File: config.mk
export PLATFORM = sky130hd
export DESIGN_NAME = slb_flat
export DESIGN_NICKNAME = d
export VERILOG_FILES = /design/src/rtl/slb_if.sv /design/src/rtl/slb.sv /design/src/flat_wrapper.sv
export SDC_FILE = /design/constraint.sdc
export NUM_CORES = 2
export LEC_CHECK = 0
export CORE_ASPECT_RATIO = 0.7
export CORE_MARGIN = 3
export CORE_UTILIZATION = 38
export DETAILED_ROUTE_END_ITERATION = 8
export PLACE_DENSITY_LB_ADDON = 0.3
export SYNTH_ARGS = -nofsm -noshare
export SYNTH_HDL_FRONTEND = slang
export SYNTH_SLANG_ARGS = --single-unit
File: constraint.sdc
create_clock -name clk -period 21.1 [get_ports clk]
set_clock_uncertainty 0.1 [all_clocks]
set_input_delay 4.22 -clock clk [delete_from_list [all_inputs] [get_ports clk]]
set_output_delay 4.22 -clock clk [all_outputs]
set_load 0.02 [all_outputs]
File: src/rtl/slb_if.sv
// Store/load buffer bus: dispatch, CDB snoop, ROB commit,
// memory port and result port grouped in one interface.
`ifndef SLB_OPS
`define SLB_OPS
`define LB  3'd0
`define LH  3'd1
`define LW  3'd2
`define LBU 3'd3
`define LHU 3'd4
`define SB  3'd5
`define SH  3'd6
`define SW  3'd7
`endif

interface slb_if;
    logic        rdy;
    logic        iclr;
    logic        iDP_en;
    logic [2:0]  iDP_op;
    logic [31:0] iDP_imm;
    logic [4:0]  iDP_rd_nick;
    logic [31:0] iDP_rs1_dt;
    logic [4:0]  iDP_rs1_nick;
    logic [31:0] iDP_rs2_dt;
    logic [4:0]  iDP_rs2_nick;
    logic        oDP_full;
    logic        iEX_en;
    logic [4:0]  iEX_nick;
    logic [31:0] iEX_dt;
    logic        iROB_store_en;
    logic [4:0]  iROB_store_nick;
    logic        oMEM_en;
    logic        oMEM_wr;
    logic [31:0] oMEM_addr;
    logic [31:0] oMEM_dt;
    logic [1:0]  oMEM_len;
    logic        iMEM_done;
    logic [31:0] iMEM_dt;
    logic        oROB_en;
    logic [4:0]  oROB_nick;
    logic [31:0] oROB_dt;

    modport master (
        output rdy, iclr, iDP_en, iDP_op, iDP_imm, iDP_rd_nick,
        output iDP_rs1_dt, iDP_rs1_nick, iDP_rs2_dt, iDP_rs2_nick,
        output iEX_en, iEX_nick, iEX_dt,
        output iROB_store_en, iROB_store_nick,
        output iMEM_done, iMEM_dt,
        input  oDP_full, oMEM_en, oMEM_wr, oMEM_addr, oMEM_dt, oMEM_len,
        input  oROB_en, oROB_nick, oROB_dt
    );

    modport slave (
        input  rdy, iclr, iDP_en, iDP_op, iDP_imm, iDP_rd_nick,
        input  iDP_rs1_dt, iDP_rs1_nick, iDP_rs2_dt, iDP_rs2_nick,
        input  iEX_en, iEX_nick, iEX_dt,
        input  iROB_store_en, iROB_store_nick,
        input  iMEM_done, iMEM_dt,
        output oDP_full, oMEM_en, oMEM_wr, oMEM_addr, oMEM_dt, oMEM_len,
        output oROB_en, oROB_nick, oROB_dt
    );
endinterface

File: src/rtl/slb.sv
// Store/load buffer: 16-entry in-order queue of memory ops,
// operand snooping, commit-gated stores, one access at a time.
module slb (
    input  logic clk,
    input  logic rst,
    slb_if.slave bus
);
    typedef enum logic [1:0] {IDLE, LOAD_WAIT, STORE_WAIT} state_t;

    state_t      state, state_nx;
    logic [15:0] vld, com;
    logic [2:0]  e_op  [16];
    logic [31:0] e_imm [16];
    logic [4:0]  e_rd  [16];
    logic [31:0] e_s1  [16];
    logic [4:0]  e_n1  [16];
    logic [31:0] e_s2  [16];
    logic [4:0]  e_n2  [16];
    logic [3:0]  head, tail;
    logic [4:0]  count;
    logic        full, push, pop, h_st, ld_go, st_go, issue;

    function automatic logic is_st(input logic [2:0] op);
        return op == `SB || op == `SH || op == `SW;
    endfunction

    function automatic logic [1:0] len_of(input logic [2:0] op);
        unique case (op)
            `LB, `LBU, `SB: return 2'b00;
            `LH, `LHU, `SH: return 2'b01;
            default:        return 2'b11;
        endcase
    endfunction

    function automatic logic [31:0] ld_fmt(input logic [2:0] op,
                                           input logic [31:0] d);
        unique case (op)
            `LB:     return {{24{d[7]}}, d[7:0]};
            `LH:     return {{16{d[15]}}, d[15:0]};
            `LBU:    return {24'd0, d[7:0]};
            `LHU:    return {16'd0, d[15:0]};
            default: return d;
        endcase
    endfunction

    // A waiting operand matches either the CDB or our own result port.
    function automatic logic hit(input logic [4:0] n);
        return n != 5'd0 &&
               ((bus.iEX_en && n == bus.iEX_nick) ||
                (bus.oROB_en && n == bus.oROB_nick));
    endfunction

    function automatic logic [31:0] hit_dt(input logic [4:0] n);
        return (bus.iEX_en && n == bus.iEX_nick) ? bus.iEX_dt : bus.oROB_dt;
    endfunction

    assign full         = (count == 5'd16);
    assign bus.oDP_full = full;
    assign push         = bus.iDP_en && !full;
    assign h_st         = is_st(e_op[head]);
    assign ld_go        = vld[head] && !h_st && e_n1[head] == 5'd0;
    assign st_go        = vld[head] && h_st && com[head] &&
                          e_n1[head] == 5'd0 && e_n2[head] == 5'd0;
    assign pop          = state != IDLE && bus.iMEM_done;
    assign issue        = state == IDLE && (ld_go || st_go);

    // Head FSM state register, frozen while rdy is low.
    always_ff @(posedge clk) begin
        if (rst)          state <= IDLE;
        else if (bus.rdy) state <= state_nx;
    end

    // Next head state: issue from IDLE, return on completion or flush.
    always_comb begin
        state_nx = state;
        unique case (state)
            IDLE: begin
                if (ld_go)      state_nx = LOAD_WAIT;
                else if (st_go) state_nx = STORE_WAIT;
            end
            LOAD_WAIT, STORE_WAIT: begin
                if (bus.iMEM_done) state_nx = IDLE;
            end
            default: state_nx = IDLE;
        endcase
        if (bus.iclr) state_nx = IDLE;
    end

    // Queue storage: snoop, commit marking, pop at head, push at tail.
    always_ff @(posedge clk) begin
        if (rst) begin
            vld <= '0; com <= '0;
            head <= '0; tail <= '0; count <= '0;
        end else if (bus.rdy) begin
            if (bus.iclr) begin
                vld <= '0; com <= '0;
                head <= '0; tail <= '0; count <= '0;
            end else begin
                for (int i = 0; i < 16; i++) begin
                    if (vld[i] && hit(e_n1[i])) begin
                        e_s1[i] <= hit_dt(e_n1[i]);
                        e_n1[i] <= 5'd0;
                    end
                    if (vld[i] && hit(e_n2[i])) begin
                        e_s2[i] <= hit_dt(e_n2[i]);
                        e_n2[i] <= 5'd0;
                    end
                    if (vld[i] && is_st(e_op[i]) && bus.iROB_store_en &&
                        e_rd[i] == bus.iROB_store_nick)
                        com[i] <= 1'b1;
                end
                if (pop) begin
                    vld[head] <= 1'b0;
                    com[head] <= 1'b0;
                    head      <= head + 4'd1;
                end
                if (push) begin
                    e_op[tail]  <= bus.iDP_op;
                    e_imm[tail] <= bus.iDP_imm;
                    e_rd[tail]  <= bus.iDP_rd_nick;
                    e_s1[tail]  <= hit(bus.iDP_rs1_nick) ?
                                   hit_dt(bus.iDP_rs1_nick) : bus.iDP_rs1_dt;
                    e_n1[tail]  <= hit(bus.iDP_rs1_nick) ?
                                   5'd0 : bus.iDP_rs1_nick;
                    e_s2[tail]  <= hit(bus.iDP_rs2_nick) ?
                                   hit_dt(bus.iDP_rs2_nick) : bus.iDP_rs2_dt;
                    e_n2[tail]  <= hit(bus.iDP_rs2_nick) ?
                                   5'd0 : bus.iDP_rs2_nick;
                    vld[tail]   <= 1'b1;
                    com[tail]   <= 1'b0;
                    tail        <= tail + 4'd1;
                end
                count <= count + {4'd0, push} - {4'd0, pop};
            end
        end
    end

    // Memory request held from issue to completion; result pulse after.
    always_ff @(posedge clk) begin
        if (rst) begin
            bus.oMEM_en   <= 1'b0;
            bus.oMEM_wr   <= 1'b0;
            bus.oMEM_addr <= '0;
            bus.oMEM_dt   <= '0;
            bus.oMEM_len  <= '0;
            bus.oROB_en   <= 1'b0;
            bus.oROB_nick <= '0;
            bus.oROB_dt   <= '0;
        end else if (bus.rdy) begin
            bus.oROB_en <= 1'b0;
            if (bus.iclr) begin
                bus.oMEM_en <= 1'b0;
                bus.oMEM_wr <= 1'b0;
            end else if (issue) begin
                bus.oMEM_en   <= 1'b1;
                bus.oMEM_wr   <= h_st;
                bus.oMEM_addr <= e_s1[head] + e_imm[head];
                bus.oMEM_dt   <= h_st ? e_s2[head] : 32'd0;
                bus.oMEM_len  <= len_of(e_op[head]);
            end else if (pop) begin
                bus.oMEM_en   <= 1'b0;
                bus.oMEM_wr   <= 1'b0;
                bus.oROB_en   <= 1'b1;
                bus.oROB_nick <= e_rd[head];
                bus.oROB_dt   <= h_st ? 32'd0 : ld_fmt(e_op[head], bus.iMEM_dt);
            end
        end
    end
endmodule

File: src/flat_wrapper.sv
// flat-port wrapper written by rule: the top's interface ports become plain ports
module slb_flat 
  (clk, rst, bus_rdy, bus_iclr, bus_iDP_en, bus_iDP_op, bus_iDP_imm, bus_iDP_rd_nick, bus_iDP_rs1_dt, bus_iDP_rs1_nick, bus_iDP_rs2_dt, bus_iDP_rs2_nick, bus_iEX_en, bus_iEX_nick, bus_iEX_dt, bus_iROB_store_en, bus_iROB_store_nick, bus_iMEM_done, bus_iMEM_dt, bus_oDP_full, bus_oMEM_en, bus_oMEM_wr, bus_oMEM_addr, bus_oMEM_dt, bus_oMEM_len, bus_oROB_en, bus_oROB_nick, bus_oROB_dt);
  slb_if bus_i ();
  input  logic clk;
  input  logic rst;
  input wire logic [$bits(bus_i.rdy)-1:0] bus_rdy;
  input wire logic [$bits(bus_i.iclr)-1:0] bus_iclr;
  input wire logic [$bits(bus_i.iDP_en)-1:0] bus_iDP_en;
  input wire logic [$bits(bus_i.iDP_op)-1:0] bus_iDP_op;
  input wire logic [$bits(bus_i.iDP_imm)-1:0] bus_iDP_imm;
  input wire logic [$bits(bus_i.iDP_rd_nick)-1:0] bus_iDP_rd_nick;
  input wire logic [$bits(bus_i.iDP_rs1_dt)-1:0] bus_iDP_rs1_dt;
  input wire logic [$bits(bus_i.iDP_rs1_nick)-1:0] bus_iDP_rs1_nick;
  input wire logic [$bits(bus_i.iDP_rs2_dt)-1:0] bus_iDP_rs2_dt;
  input wire logic [$bits(bus_i.iDP_rs2_nick)-1:0] bus_iDP_rs2_nick;
  input wire logic [$bits(bus_i.iEX_en)-1:0] bus_iEX_en;
  input wire logic [$bits(bus_i.iEX_nick)-1:0] bus_iEX_nick;
  input wire logic [$bits(bus_i.iEX_dt)-1:0] bus_iEX_dt;
  input wire logic [$bits(bus_i.iROB_store_en)-1:0] bus_iROB_store_en;
  input wire logic [$bits(bus_i.iROB_store_nick)-1:0] bus_iROB_store_nick;
  input wire logic [$bits(bus_i.iMEM_done)-1:0] bus_iMEM_done;
  input wire logic [$bits(bus_i.iMEM_dt)-1:0] bus_iMEM_dt;
  output wire logic [$bits(bus_i.oDP_full)-1:0] bus_oDP_full;
  output wire logic [$bits(bus_i.oMEM_en)-1:0] bus_oMEM_en;
  output wire logic [$bits(bus_i.oMEM_wr)-1:0] bus_oMEM_wr;
  output wire logic [$bits(bus_i.oMEM_addr)-1:0] bus_oMEM_addr;
  output wire logic [$bits(bus_i.oMEM_dt)-1:0] bus_oMEM_dt;
  output wire logic [$bits(bus_i.oMEM_len)-1:0] bus_oMEM_len;
  output wire logic [$bits(bus_i.oROB_en)-1:0] bus_oROB_en;
  output wire logic [$bits(bus_i.oROB_nick)-1:0] bus_oROB_nick;
  output wire logic [$bits(bus_i.oROB_dt)-1:0] bus_oROB_dt;
  assign bus_i.rdy = bus_rdy;
  assign bus_i.iclr = bus_iclr;
  assign bus_i.iDP_en = bus_iDP_en;
  assign bus_i.iDP_op = bus_iDP_op;
  assign bus_i.iDP_imm = bus_iDP_imm;
  assign bus_i.iDP_rd_nick = bus_iDP_rd_nick;
  assign bus_i.iDP_rs1_dt = bus_iDP_rs1_dt;
  assign bus_i.iDP_rs1_nick = bus_iDP_rs1_nick;
  assign bus_i.iDP_rs2_dt = bus_iDP_rs2_dt;
  assign bus_i.iDP_rs2_nick = bus_iDP_rs2_nick;
  assign bus_i.iEX_en = bus_iEX_en;
  assign bus_i.iEX_nick = bus_iEX_nick;
  assign bus_i.iEX_dt = bus_iEX_dt;
  assign bus_i.iROB_store_en = bus_iROB_store_en;
  assign bus_i.iROB_store_nick = bus_iROB_store_nick;
  assign bus_i.iMEM_done = bus_iMEM_done;
  assign bus_i.iMEM_dt = bus_iMEM_dt;
  assign bus_oDP_full = bus_i.oDP_full;
  assign bus_oMEM_en = bus_i.oMEM_en;
  assign bus_oMEM_wr = bus_i.oMEM_wr;
  assign bus_oMEM_addr = bus_i.oMEM_addr;
  assign bus_oMEM_dt = bus_i.oMEM_dt;
  assign bus_oMEM_len = bus_i.oMEM_len;
  assign bus_oROB_en = bus_i.oROB_en;
  assign bus_oROB_nick = bus_i.oROB_nick;
  assign bus_oROB_dt = bus_i.oROB_dt;
  slb u_core (.clk(clk), .rst(rst), .bus(bus_i));
endmodule
# Yosys cells after proc, flatten, opt, wreduce, memory -nomap -nowiden
# Memory sizes are Yosys's and may differ from the RTL's. A register that Yosys moved wholly into a read port is not among the register bits.
# Index checks and enable logic that the tools add are counted.
# Widths: inputs -> output; s select.
# word_totals
reg_bits	148
mem_bits_rw	1824
input_bits	196
output_inout_bits	107
mem_count	7
# classes
add_sub_neg	5
magnitude_cmp	4
n_eq_ne	143
muxes	321
n_bitwise	8
reduce_logical	315
# mem_list
name	depth	word_bits	rd	rd_clocked_by_memory_dff	wr	line_no	source
u_core.e_imm	16	32	1	1	1	slb.sv:13	logic [31:0] e_imm [16];
u_core.e_s1	16	32	1	1	17	slb.sv:15	logic [31:0] e_s1 [16];
u_core.e_s2	16	32	1	1	17	slb.sv:17	logic [31:0] e_s2 [16];
u_core.e_n1	16	5	17	1	17	slb.sv:16	logic [4:0] e_n1 [16];
u_core.e_n2	16	5	17	1	17	slb.sv:18	logic [4:0] e_n2 [16];
u_core.e_rd	16	5	17	1	1	slb.sv:14	logic [4:0] e_rd [16];
+1 memories	n/a	n/a	n/a	n/a	n/a	n/a	
# op_table
op	count
$mux 32	38
$eq 5x5->1	84
$mux 1	241
$logic_and 1x1->1	193
$mux 16	12
$reduce_bool 5->1	34
$eq 3x3->1 const B	52
$pmux 32 s4	1
$logic_or 1x1->1	69
$mux 4	16
$and 16x16->16	3
$add 32x32->32	1
$not 16->16	2
$or 16x16->16	1
$mux 5	3
$logic_not 5->1	2
$lt 4x5->1 const B	2
$add 4x1->4 const B	2
$bmux 1 s4	2
$demux 1 s4	2
$ge 4x1->1 const B	2
$mux 2	4
$pmux 2 s2	2
$reduce_and 2->1	3
other kinds (19)	25

# Longest topological paths before layout
# logic_depth
ltp_word	18
mapped_depth	19
ltp_nobuf	13

# Least setup slack after synthesis
# Ideal clock, no wire load.
# synth_path
path_type	input -> register
start	input bus_iEX_nick[0]
end	memory u_core.e_n1[0][0] (enable)
setup_time_ps	487
arrival_time_ps	9182
required_ps	20513
path_slack_ps	11331
cell_stages	9
cell_sequence	clkbuf_1 > clkbuf_1 > buf_2 > xnor2_1 > and3_1 > clkbuf_1 > clkbuf_1 > a31oi_1 > o31ai_1
# synth_rtl
item	line_no	source
start: declaration	flat_wrapper.sv:18	input wire logic [$bits(bus_i.iEX_nick)-1:0] bus_iEX_nick;
end: declaration	slb.sv:16	

==> impl_metrics.json <==
{
  "clk_path_buf_depth": 4,
  "synth_xor_area_share_pct": 3.71,
  "layout_commonest_cell": "edfxtp_1",
  "cp.arrival_ns": 9.55,
  "setup_viol": 0,
  "hold_class": "reg -> reg",
  "coreArea_sq_mm": 0.273,
  "period_share_pct": 42.9,
  "rsz0062_at_grt": "false",
  "comb_power_share_pct": 4.0,
  "place_inst": 11700,
  "antenna_found_initial": 19,
  "placed_area_sq_mm": 0.112,
  "synth_compound_gate_area_share_pct": 7.84,
  "cts_resized": 0,
  "final_area_sq_mm": 0.118,
  "synthSimpleGateAreaFrac_pct": 7.33,
  "grt_pass1_vias": 71100,
  "whs_ns": 0.353,
  "nNetsFinal": 8532,
  "netSwitchingPower_w": 0.00187,
  "ys.flop_type": "edfxtp_1",
  "final_max_slew_viol_count": 0,
  "pwr-share-clk_pct": 44.9,
  "ctsHoldBuffers": 0,
  "cts_setup_buffers": 0,
  "max-slew-margin-rel_pct": 6.52,
  "drt_iter0_markers": 11400,
  "min_period_ns": 9.06,
  "syn-num-nets": 8735,
  "yosysTopAreaCell": "edfxtp_1",
  "rows": 160,
  "grt_pass1_wl_mm": 545,
  "die_x_microns": 635,
  "numCtsBuffers": 210,
  "worstPathMaxFanout": 79,
  "power.share.switching_pct": 22.4,
  "dieArea_sq_mm": 0.283,
  "dp_hpwl_mm": 232,
  "clock_latency_ns": 0.89,
  "cap_violations": 0,
  "io_pins": 303,
  "firstDrtPassIters": 6,
  "wl_per_cell_microns": 32.0,
  "syn_inst": 8491,
  "cts_htree_levels": 4,
  "path_common_cell": "buf_4",
  "ys_seq_area_share_pct": 55.1,
  "synth_edf_count": 1824,
  "synthAdderAreaFrac_pct": 0.585,
  "p_per_area_mw_per_mm2": 70.4,
  "tightest_slew_ns": 1.39,
  "setup-tns-final_ns": 0,
  "track_usage_pct": 26.6,
  "wirelength_mm": 388,
  "final_cells": 12100,
  "crit_buf_inv": 5,
  "gr-total-overflow": 0,
  "hold_viol_final": 0,
  "start_kind": "input port",
  "cp-end-kind": "register",
  "ant_nets": 0,
  "yosysWarningCount": 0,
  "drc": 0,
  "yosys.area.top_type_share_pct": 52.1,
  "critPathRequiredTime_ns": 21.60,
  "ys_seq_elements": 1981,
  "final_cell_mix": "1824 x edfxtp_1, 1294 x nand2_1, 1092 x mux2i_1",
  "fmax_mhz": 110,
  "die_h_microns": 446,
  "clock_sinks": 1981,
  "synth_mux_area_share_pct": 21.8,
  "seqPwrFrac_pct": 51.0,
  "path_cells": "clkdlybuf4s50_1 -> buf_4 -> nor2b_1 -> nand2_1 -> nor2_1 -> nand2_1 -> inv_8 -> buf_4 -> buf_4 -> o21ai_0",
  "synthesis.area_sq_mm": 0.105,
  "synth.area.top_cells": "edfxtp_1 52%, mux4_2 11%, mux2i_1 10%",
  "globalplace.congestion": 0.963,
  "cts.clk_slew.worst_paths_ns": 0.06,
  "via_per_inst": 6.20,
  "slowest_delay_ns": 0.74,
  "async_flop_share_pct": 0,
  "start_util_pct": 38.5,
  "cts_tree": "yes",
  "p_int_w": 0.00647,
  "grt_max_degree": 124,
  "crit_family": "buffers and inverters",
  "p_leak_nw": 35.8,
  "drive_above_1_share_pct": 14.2,
  "run_status": "completed",
  "areaGrowthSynthToFinish_pct": 12.5,
  "portBuffers": 302,
  "synth_top_family_by_area": "multiplexers",
  "synth_cell_types": 64,
  "peakVddDrop_mv": 0.0686,
  "critPathSlowestCell": "inv_8",
  "vias": 75100,
  "root_buffer": "clkbuf_16",
  "crit_type": "in -> reg",
  "postSynthAreaPerCell_sq_um": 12.4
}
==> path summary, 6_finish.rpt <==
kind                       startpoint                        to  slack [ns]  cells past startpoint
max reg2reg                  register  u_core.bus.oMEM_addr[23]       14.10                     13
max                           bus_rdy        u_core.e_s2[14][9]       12.04                     10
min          u_core.bus.oMEM_addr[22]  u_core.bus.oMEM_addr[22]        0.35                      2
min reg2reg  u_core.bus.oMEM_addr[22]  u_core.bus.oMEM_addr[22]        0.35                      2
==> metal layers <==
metal | track usage [%] | vias to the layer above | wire [microns]
met3 | 6.86 | 781 | 47200
met1 | 38.0 | 38100 | 158000
li1 | - | 31100 | -
met4 | 10.9 | 12 | 17900
met5 | 0 | - | 80
met2 | 38.5 | 5039 | 164000
==> cells by family (layout without fill, tap and decap cells) <==
kind of cell / Yosys count / count (layout)
adders and majority gates: 48 / 48
xor gates and xnor gates: 446 / 446
other: 0 / 10
AOI/OAI and AO/OA: 1526 / 1526
and+or+nand+nor: 1863 / 1863
DFF: 1981 / 1981
buffers and inverters: 1000 / 962
muxes: 1627 / 1627
==> worst min-delay path, cell delays in order, from the launching register on <==
cell and delay [ns]:
dfxtp_1 0.31, nand2_1 0.05, a21oi_1 0.05
==> per-stage QoR <==
step           utilization, %  total power (W)  setup slack, ns
5_1_grt                  43.3          0.00853            11.84
3_3_place_gp             40.8          0.00466            11.50
2_1_floorplan               -          0.00451            11.33
6_report                 43.3          0.00834            12.04
4_1_cts                  43.3          0.00835            12.25
3_5_place_dp             40.8          0.00467            11.32
==> Yosys cell counts (5+ instances only) <==
library cell	instances
a22oi_1	13
dfxtp_1	157
a211oi_1	25
a41oi_1	12
o211ai_1	16
inv_2	6
a21oi_1	139
and3_1	46
o2111ai_1	7
nor4_1	85
xnor2_1	123
o21a_1	9
nor2b_1	15
nand3_1	50
mux4_2	534
buf_2	17
nand4_1	5
ha_1	46
nand2b_1	8
clkbuf_1	760
xor2_1	323
nand3b_1	6
a21o_1	26
a211o_1	9
or4_1	39
a31oi_1	37
o21bai_1	6
mux2i_1	1093
a22o_1	6
edfxtp_1	1824
o22ai_1	6
and2_1	12
o21ai_0	167
nor3_1	14
nor2_1	276
nand2_1	1295
buf_6	5
o21ai_1	990
o31ai_1	34
inv_1	37
buf_1	173
==> area by class of cell <==
| class | count | area (sq um) |
|---|---|---|
| fillers | 24600 | 155000 |
| flip-flops and latches | 1981 | 57900 |
| multi-input cells | 5510 | 44000 |
| clock buffers | 254 | 5580 |
| repair buffers | 542 | 4830 |
| well taps | 3645 | 4560 |
| clock inverters | 123 | 1120 |
| inverters | 43 | 289 |
| diodes | 10 | 25.0 |
==> registers in the layout, indices dropped and copies added (netlist names), 32 cells and up, named ones only <==
name                  count
u_core.e_imm            512
u_core.e_s1             512
u_core.e_s2             512
u_core.e_n1              80
u_core.e_n2              80
u_core.e_rd              80
u_core.e_op              48
u_core.bus.oMEM_addr     32
u_core.bus.oMEM_dt       32
u_core.bus.oROB_dt       32
==> power groups by stage <==
stage | Combinational, W | Clock (W) | Sequential [W]
after floorplan | 0.000167 | 0 | 0.00434
after global placement | 0.000322 | 0 | 0.00434
after detailed placement | 0.000328 | 0 | 0.00434
after CTS | 0.000329 | 0.00377 | 0.00425
after global routing | 0.000350 | 0.00392 | 0.00425
final | 0.000337 | 0.00375 | 0.00425
(Power assumes the default switching activity.)
